$ cat config.mk
export PLATFORM = sky130hd
export DESIGN_NAME = ifu_fetch_flat
export DESIGN_NICKNAME = d
export VERILOG_FILES = /design/src/rtl/ifu_fetch_pkg.sv /design/src/rtl/ifu_fetch_if.sv /design/src/rtl/ifu_minidec.sv /design/src/rtl/ifu_fetch.sv /design/src/flat_wrapper.sv
export SDC_FILE = /design/constraint.sdc
export NUM_CORES = 1
export LEC_CHECK = 0
export ABC_CLOCK_PERIOD_IN_PS = 6600
export BUFFER_PORTS_ARGS = -buffer_cell sky130_fd_sc_hd__buf_2
export CAP_MARGIN = 20
export CELL_PAD_IN_SITES_DETAIL_PLACEMENT = 0
export CELL_PAD_IN_SITES_GLOBAL_PLACEMENT = 1
export CORE_MARGIN = 2
export CORE_UTILIZATION = 42
export CTS_CLUSTER_SIZE = 12
export DETAILED_ROUTE_END_ITERATION = 10
export GPL_TIMING_DRIVEN = 0
export PLACE_DENSITY = 0.86
export SLEW_MARGIN = 20
export SYNTH_ARGS = -nofsm -noshare
export SYNTH_HDL_FRONTEND = slang
export SYNTH_SLANG_ARGS = --single-unit
$ cat constraint.sdc
create_clock -name clk -period 6.6 [get_ports clk]
set_clock_uncertainty 0.05 [all_clocks]
set_input_delay 0.99 -clock clk [delete_from_list [all_inputs] [get_ports clk]]
set_output_delay 0.99 -clock clk [all_outputs]
set_load 0.02 [all_outputs]
$ cat src/rtl/ifu_fetch_pkg.sv
// Shared types and constants for the rv32IM instruction fetch unit.
package ifu_fetch_pkg;

  localparam int INSTR_SIZE = 32;

  localparam logic [6:0] OPC_JAL    = 7'b1101111;
  localparam logic [6:0] OPC_BRANCH = 7'b1100011;

  typedef enum logic [1:0] {
    IFU_ST_REQ  = 2'd0,
    IFU_ST_WAIT = 2'd1,
    IFU_ST_DROP = 2'd2
  } ifu_state_e;

endpackage

$ cat src/rtl/ifu_fetch_if.sv
// Fetch-side bus bundle: memory request/response plus the decode output stage.
interface ifu_fetch_if
  import ifu_fetch_pkg::*;
#(
  parameter int PC_SIZE = 32
);

  logic                  ifu_req_valid;
  logic                  ifu_req_ready;
  logic [PC_SIZE-1:0]    ifu_req_addr;
  logic                  ifu_rsp_valid;
  logic                  ifu_rsp_ready;
  logic [INSTR_SIZE-1:0] ifu_rsp_instr;
  logic                  ifu_rsp_err;
  logic                  ifu_o_valid;
  logic                  ifu_o_ready;
  logic [INSTR_SIZE-1:0] ifu_o_instr;
  logic [PC_SIZE-1:0]    ifu_o_pc;
  logic                  ifu_o_prdt_taken;
  logic                  ifu_o_buserr;

  modport master (
    output ifu_req_valid, ifu_req_addr, ifu_rsp_ready,
    output ifu_o_valid, ifu_o_instr, ifu_o_pc, ifu_o_prdt_taken, ifu_o_buserr,
    input  ifu_req_ready, ifu_rsp_valid, ifu_rsp_instr, ifu_rsp_err, ifu_o_ready
  );

  modport slave (
    input  ifu_req_valid, ifu_req_addr, ifu_rsp_ready,
    input  ifu_o_valid, ifu_o_instr, ifu_o_pc, ifu_o_prdt_taken, ifu_o_buserr,
    output ifu_req_ready, ifu_rsp_valid, ifu_rsp_instr, ifu_rsp_err, ifu_o_ready
  );

endinterface

$ cat src/rtl/ifu_minidec.sv
// Combinational predecoder: spots JAL / conditional branches and extracts
// their sign-extended J/B immediate.
module ifu_minidec
  import ifu_fetch_pkg::*;
#(
  parameter int PC_SIZE = 32
) (
  input  logic [INSTR_SIZE-1:0] instr,
  output logic                  is_jal,
  output logic                  is_bxx,
  output logic [PC_SIZE-1:0]    bjp_imm
);

  logic [20:0] j_imm;
  logic [12:0] b_imm;

  assign j_imm  = {instr[31], instr[19:12], instr[20], instr[30:21], 1'b0};
  assign b_imm  = {instr[31], instr[7], instr[30:25], instr[11:8], 1'b0};

  assign is_jal = (instr[6:0] == OPC_JAL);
  assign is_bxx = (instr[6:0] == OPC_BRANCH);

  assign bjp_imm = is_jal ? {{(PC_SIZE-21){j_imm[20]}}, j_imm}
                          : {{(PC_SIZE-13){b_imm[12]}}, b_imm};

endmodule

$ cat src/rtl/ifu_fetch.sv
// Instruction fetch unit: PC, single-outstanding fetch FSM, static
// branch prediction and a one-entry output register towards decode.
module ifu_fetch
  import ifu_fetch_pkg::*;
#(
  parameter int                 PC_SIZE  = 32,
  parameter logic [PC_SIZE-1:0] RESET_PC = 32'h8000_0000
) (
  input  logic               clk,
  input  logic               rst_n,
  ifu_fetch_if.master        bus,
  input  logic               flush_valid,
  input  logic [PC_SIZE-1:0] flush_pc
);

  ifu_state_e            state_q, state_d;
  logic [PC_SIZE-1:0]    pc_r, next_pc, bjp_imm;
  logic                  is_jal, is_bxx, prdt_taken;
  logic                  req_valid_q, rsp_ready, rsp_hs, load_rsp;
  logic                  o_valid_q, o_prdt_q, o_buserr_q;
  logic [INSTR_SIZE-1:0] o_instr_q;
  logic [PC_SIZE-1:0]    o_pc_q;

  ifu_minidec #(.PC_SIZE(PC_SIZE)) u_minidec (
    .instr   (bus.ifu_rsp_instr),
    .is_jal  (is_jal),
    .is_bxx  (is_bxx),
    .bjp_imm (bjp_imm)
  );

  // Backward conditional branches and JAL are taken; an erroring fetch never is.
  assign prdt_taken = ~bus.ifu_rsp_err & (is_jal | (is_bxx & bus.ifu_rsp_instr[31]));
  assign next_pc    = prdt_taken ? pc_r + bjp_imm : pc_r + PC_SIZE'(4);

  assign rsp_ready = (state_q == IFU_ST_DROP) |
                     ((state_q == IFU_ST_WAIT) & (~o_valid_q | bus.ifu_o_ready));
  assign rsp_hs    = bus.ifu_rsp_valid & rsp_ready;
  assign load_rsp  = (state_q == IFU_ST_WAIT) & rsp_hs & ~flush_valid;

  // NOTE: state_d takes a default before the case so no latch is inferred.
  always_comb begin
    state_d = state_q;
    unique case (state_q)
      IFU_ST_REQ:
        if (req_valid_q && bus.ifu_req_ready)
          state_d = flush_valid ? IFU_ST_DROP : IFU_ST_WAIT;
      IFU_ST_WAIT:
        if (rsp_hs)           state_d = IFU_ST_REQ;
        else if (flush_valid) state_d = IFU_ST_DROP;
      // The outstanding response retires DROP even under a new flush;
      // waiting for another one would deadlock with one request in flight.
      IFU_ST_DROP:
        if (rsp_hs) state_d = IFU_ST_REQ;
      default: state_d = IFU_ST_REQ;
    endcase
  end

  // NOTE: sequential state uses non-blocking assignments so every flop
  // samples the pre-edge values of its neighbours.
  always_ff @(posedge clk or negedge rst_n) begin
    if (!rst_n) begin
      state_q     <= IFU_ST_REQ;
      req_valid_q <= 1'b0;
      pc_r        <= RESET_PC;
    end else begin
      state_q     <= state_d;
      req_valid_q <= (state_d == IFU_ST_REQ);
      if (flush_valid)   pc_r <= flush_pc;
      else if (load_rsp) pc_r <= next_pc;
    end
  end

  always_ff @(posedge clk or negedge rst_n) begin
    if (!rst_n) begin
      o_valid_q  <= 1'b0;
      o_instr_q  <= '0;
      o_pc_q     <= '0;
      o_prdt_q   <= 1'b0;
      o_buserr_q <= 1'b0;
    end else if (flush_valid) begin
      o_valid_q  <= 1'b0;
    end else if (load_rsp) begin
      o_valid_q  <= 1'b1;
      o_instr_q  <= bus.ifu_rsp_err ? '0 : bus.ifu_rsp_instr;
      o_pc_q     <= pc_r;
      o_prdt_q   <= prdt_taken;
      o_buserr_q <= bus.ifu_rsp_err;
    end else if (bus.ifu_o_ready) begin
      o_valid_q  <= 1'b0;
    end
  end

  assign bus.ifu_req_valid    = req_valid_q;
  assign bus.ifu_req_addr     = pc_r;
  assign bus.ifu_rsp_ready    = rsp_ready;
  assign bus.ifu_o_valid      = o_valid_q;
  assign bus.ifu_o_instr      = o_instr_q;
  assign bus.ifu_o_pc         = o_pc_q;
  assign bus.ifu_o_prdt_taken = o_prdt_q;
  assign bus.ifu_o_buserr     = o_buserr_q;

endmodule

$ cat src/flat_wrapper.sv
// flat-port wrapper written by rule: the top's interface ports become plain ports
module ifu_fetch_flat import ifu_fetch_pkg::*;
#(
  parameter int                 PC_SIZE  = 32,
  parameter logic [PC_SIZE-1:0] RESET_PC = 32'h8000_0000
)
  (clk, rst_n, flush_valid, flush_pc, bus_ifu_req_valid, bus_ifu_req_addr, bus_ifu_rsp_ready, bus_ifu_o_valid, bus_ifu_o_instr, bus_ifu_o_pc, bus_ifu_o_prdt_taken, bus_ifu_o_buserr, bus_ifu_req_ready, bus_ifu_rsp_valid, bus_ifu_rsp_instr, bus_ifu_rsp_err, bus_ifu_o_ready);
  ifu_fetch_if #(.PC_SIZE(PC_SIZE)) bus_i ();
  input  logic clk;
  input  logic rst_n;
  input  logic flush_valid;
  input  logic [PC_SIZE-1:0] flush_pc;
  output wire logic [$bits(bus_i.ifu_req_valid)-1:0] bus_ifu_req_valid;
  output wire logic [$bits(bus_i.ifu_req_addr)-1:0] bus_ifu_req_addr;
  output wire logic [$bits(bus_i.ifu_rsp_ready)-1:0] bus_ifu_rsp_ready;
  output wire logic [$bits(bus_i.ifu_o_valid)-1:0] bus_ifu_o_valid;
  output wire logic [$bits(bus_i.ifu_o_instr)-1:0] bus_ifu_o_instr;
  output wire logic [$bits(bus_i.ifu_o_pc)-1:0] bus_ifu_o_pc;
  output wire logic [$bits(bus_i.ifu_o_prdt_taken)-1:0] bus_ifu_o_prdt_taken;
  output wire logic [$bits(bus_i.ifu_o_buserr)-1:0] bus_ifu_o_buserr;
  input wire logic [$bits(bus_i.ifu_req_ready)-1:0] bus_ifu_req_ready;
  input wire logic [$bits(bus_i.ifu_rsp_valid)-1:0] bus_ifu_rsp_valid;
  input wire logic [$bits(bus_i.ifu_rsp_instr)-1:0] bus_ifu_rsp_instr;
  input wire logic [$bits(bus_i.ifu_rsp_err)-1:0] bus_ifu_rsp_err;
  input wire logic [$bits(bus_i.ifu_o_ready)-1:0] bus_ifu_o_ready;
  assign bus_ifu_req_valid = bus_i.ifu_req_valid;
  assign bus_ifu_req_addr = bus_i.ifu_req_addr;
  assign bus_ifu_rsp_ready = bus_i.ifu_rsp_ready;
  assign bus_ifu_o_valid = bus_i.ifu_o_valid;
  assign bus_ifu_o_instr = bus_i.ifu_o_instr;
  assign bus_ifu_o_pc = bus_i.ifu_o_pc;
  assign bus_ifu_o_prdt_taken = bus_i.ifu_o_prdt_taken;
  assign bus_ifu_o_buserr = bus_i.ifu_o_buserr;
  assign bus_i.ifu_req_ready = bus_ifu_req_ready;
  assign bus_i.ifu_rsp_valid = bus_ifu_rsp_valid;
  assign bus_i.ifu_rsp_instr = bus_ifu_rsp_instr;
  assign bus_i.ifu_rsp_err = bus_ifu_rsp_err;
  assign bus_i.ifu_o_ready = bus_ifu_o_ready;
  ifu_fetch #(.PC_SIZE(PC_SIZE), .RESET_PC(RESET_PC)) u_core (.clk(clk), .rst_n(rst_n), .bus(bus_i), .flush_valid(flush_valid), .flush_pc(flush_pc));
endmodule
==> metrics <==
Seq/Total Area, Yosys=38.1%; Yosys top cell area share=37.7%; Final HPWL DP=16800 um; Post-CTS Hold Buffers=0; crit-path cells=buf_2, nor2b_1, nand4_1, nor2_1, clkbuf_1, mux2_2, fa_1, a211oi_1, o21ai_0, a211oi_2, o21ai_0, a211oi_1, xor2_1, o21ai_1, xnor2_1, o21ai_0; final setup fails=0; kind of cell adding the most delay to the critical path=compound AO/OA/AOI/OAI gates; CTS tree=done; crit path DAT=5.53 ns; vias per cell=5.39; layout cells sized above 1=20.7%; Core ar.=15700 um2; Die X-Extent=130 um; Critical Path RT=6.84 ns; die area=17000 um2; vias in the first global route=6358; Distinct cells, synth=58; largest net degree at the start of global routing=69; DRC Markers=0; per-cell routed wire length=17.9 um; first-pass GRT wire length=35000 um; number of routed nets with antenna violations=0; worst-path fanout max=10; Synth Instances=834; Area Growth Syn to Fin=21.9%; htree depth=3; maximum clock frequency=189 MHz; GRT Overall Usage=26.9%; Root Driver=clkbuf_16; Die H=130 um; CTS resizes=0; setup bufs post-CTS=0; FFs w/ async S/R, synth=100%; Setup crit start kind=primary input; synthesized area per cell=8.03 um2; CP endpoint kind=flip-flop; Detailed Route Iter0 Violations=422; commonest non-fill, non-tap cell in the layout=nand2_1; Sink Count=102; LEAKAGE=4.09 nW; Hold Violations, Final=0; first-pass detailed-route iteration total=5; Clock Path Buffers=2; cell mode on critical path=o21ai_0; Rows=46; Buf/Inv on CP=2; final slew viol count=0; mapped cell area=6700 um2; Power Total=2.58 mW; GPL Wtd Cong=0.872; Final nets=1122; placed cells=1221; Final Non-Filler Cells=1238; slowest CP cell=a211oi_2; min Tclk post-route=5.29 ns; top cell type by total area after synthesis=dfrtp_1; pwr dens=316 nW/um2; initial core utilization=42.6%; Crit Path Category=primary input to flip-flop; initial antenna violation count=0; CTS buffer count=9; EDFF count, synth=0; Port-buffer cells=170; status=finished clean; Worst path max stage delay=0.49 ns; Setup TNS Final=0 ns; Clk pin slew, worst setup/hold paths=0.08 ns; max-capacitance violation count=0; Ys Warns=0; Max-slew headroom=39.3%; clock latency on the worst-skew pair=0.36 ns; largest cells by area after synthesis=dfrtp_1, nand2_1, ha_1; total routed wirelength=22200 um; RSZ-0062 raised after global routing=false; register bit total from synthesis=102; most frequent cells in the layout=nand2_1, buf_2, dfrtp_1, a21oi_1, nor2_1; final period utilization=80.2%; vias=6669; Hold Crit Class=flip-flop to flip-flop; GRT overflow=0; peak supply drop=0.137 mV; synthesized net count=940; Post-synth top flop=dfrtp_1; Worst-Margin Slew=0.903 ns; Fillers=1631; I/O pin count=172
where the power goes:
group	total, mW	internal [mW]	switching [mW]
Combinational	1.05	0.366	0.686
Clock	0.571	0.300	0.271
Sequential	0.961	0.825	0.136
path summary, 6_finish.rpt:
kind	end	slack (ns)	cells after the start	startpoint
setup / recovery	u_core.bus.ifu_req_addr[31]	1.31	16	bus_ifu_rsp_instr[6]
hold / removal	u_core.bus.ifu_o_instr[10]	0.41	2	u_core.bus.ifu_o_instr[10]
setup reg to reg	u_core.bus.ifu_req_addr[31]	3.04	11	u_core.bus.ifu_req_addr[1]
hold reg to reg	u_core.bus.ifu_o_instr[10]	0.41	2	u_core.bus.ifu_o_instr[10]
max in group asynchronous	u_core.bus.ifu_req_addr[16]	5.35	2	rst_n
min in group asynchronous	u_core.bus.ifu_o_instr[25]	0.47	1	rst_n
cell families (layout without fill, tap and decap cells):
logic type                 after synthesis  in the layout  share of synthesized area (%)
and+or+nand+nor                        382            382                           26.1
AOI/OAI and AO/OA                      213            213                           19.8
DFF                                    102            102                           38.1
buffers and inverters                   61            248                           3.57
adders and majority gates               35             35                           6.65
xor gates and xnor gates                30             30                           3.92
muxes                                   11             11                           1.79
other                                    0              1                              0
cell type report:
type	instances	area [um2]	share of cell area, %
plain buffers	45	179	2.19
flip-flops and latches	102	2550	31.3
inverters	16	60.1	0.736
well taps	216	270	3.31
diodes	1	2.50	0.0307
multi-input cells	671	3910	47.8
repair buffers	171	885	10.8
clock inverters	7	83.8	1.03
clock buffers	9	225	2.76
flip-flops by register name, indices dropped and copies added (netlist names):
register / count
u_core.bus.ifu_o_buserr: 1
u_core.bus.ifu_o_instr: 32
u_core.bus.ifu_o_pc: 32
u_core.bus.ifu_o_prdt_taken: 1
u_core.bus.ifu_o_valid: 1
u_core.bus.ifu_req_addr: 32
u_core.bus.ifu_req_valid: 1
u_core.state_q: 2
synth_stat cells, types with 9 or more instances:
library cell and instances:
nand4_1 9, a211oi_1 11, inv_1 16, xnor2_1 16
o22ai_1 9, and3_1 13, a21o_1 16, o21ai_0 53
dfrtp_1 101, xor2_1 14, nand3b_1 33, nand2_1 213
clkbuf_1 41, ha_1 34, nor2_1 56, a21oi_1 73
nand3_1 20
through the flow:
step	utilization (%)	hold slack, ns	setup slack, ns	instance area [um2]
after floorplan	-	0.428	2.21	6700
after global placement	49.8	0.394	1.04	7820
after detailed placement	50.0	0.401	1.04	7850
after CTS	51.9	0.417	1.35	8160
after global routing	51.9	0.436	0.951	8160
final	52.0	0.411	1.31	8160
per-layer routing:
layer | GRT usage [%] | wire, um | vias to the layer above
met5 | 0 | 0 | -
met2 | 41.3 | 9710 | 263
met1 | 39.5 | 10600 | 3095
met4 | 8.54 | 359 | 0
li1 | - | - | 3289
met3 | 3.44 | 1530 | 22
worst reg2reg max path, stage by stage, from the launching register on:
cell      delay, ns
dfrtp_1        0.41
ha_1           0.23
fa_1           0.43
a211oi_1       0.36
o21ai_0        0.27
a211oi_2       0.50
o21ai_0        0.26
a211oi_1       0.30
xor2_1         0.22
o21ai_1        0.14
xnor2_1        0.15
o21ai_0        0.17
(Power assumes the default switching activity.)
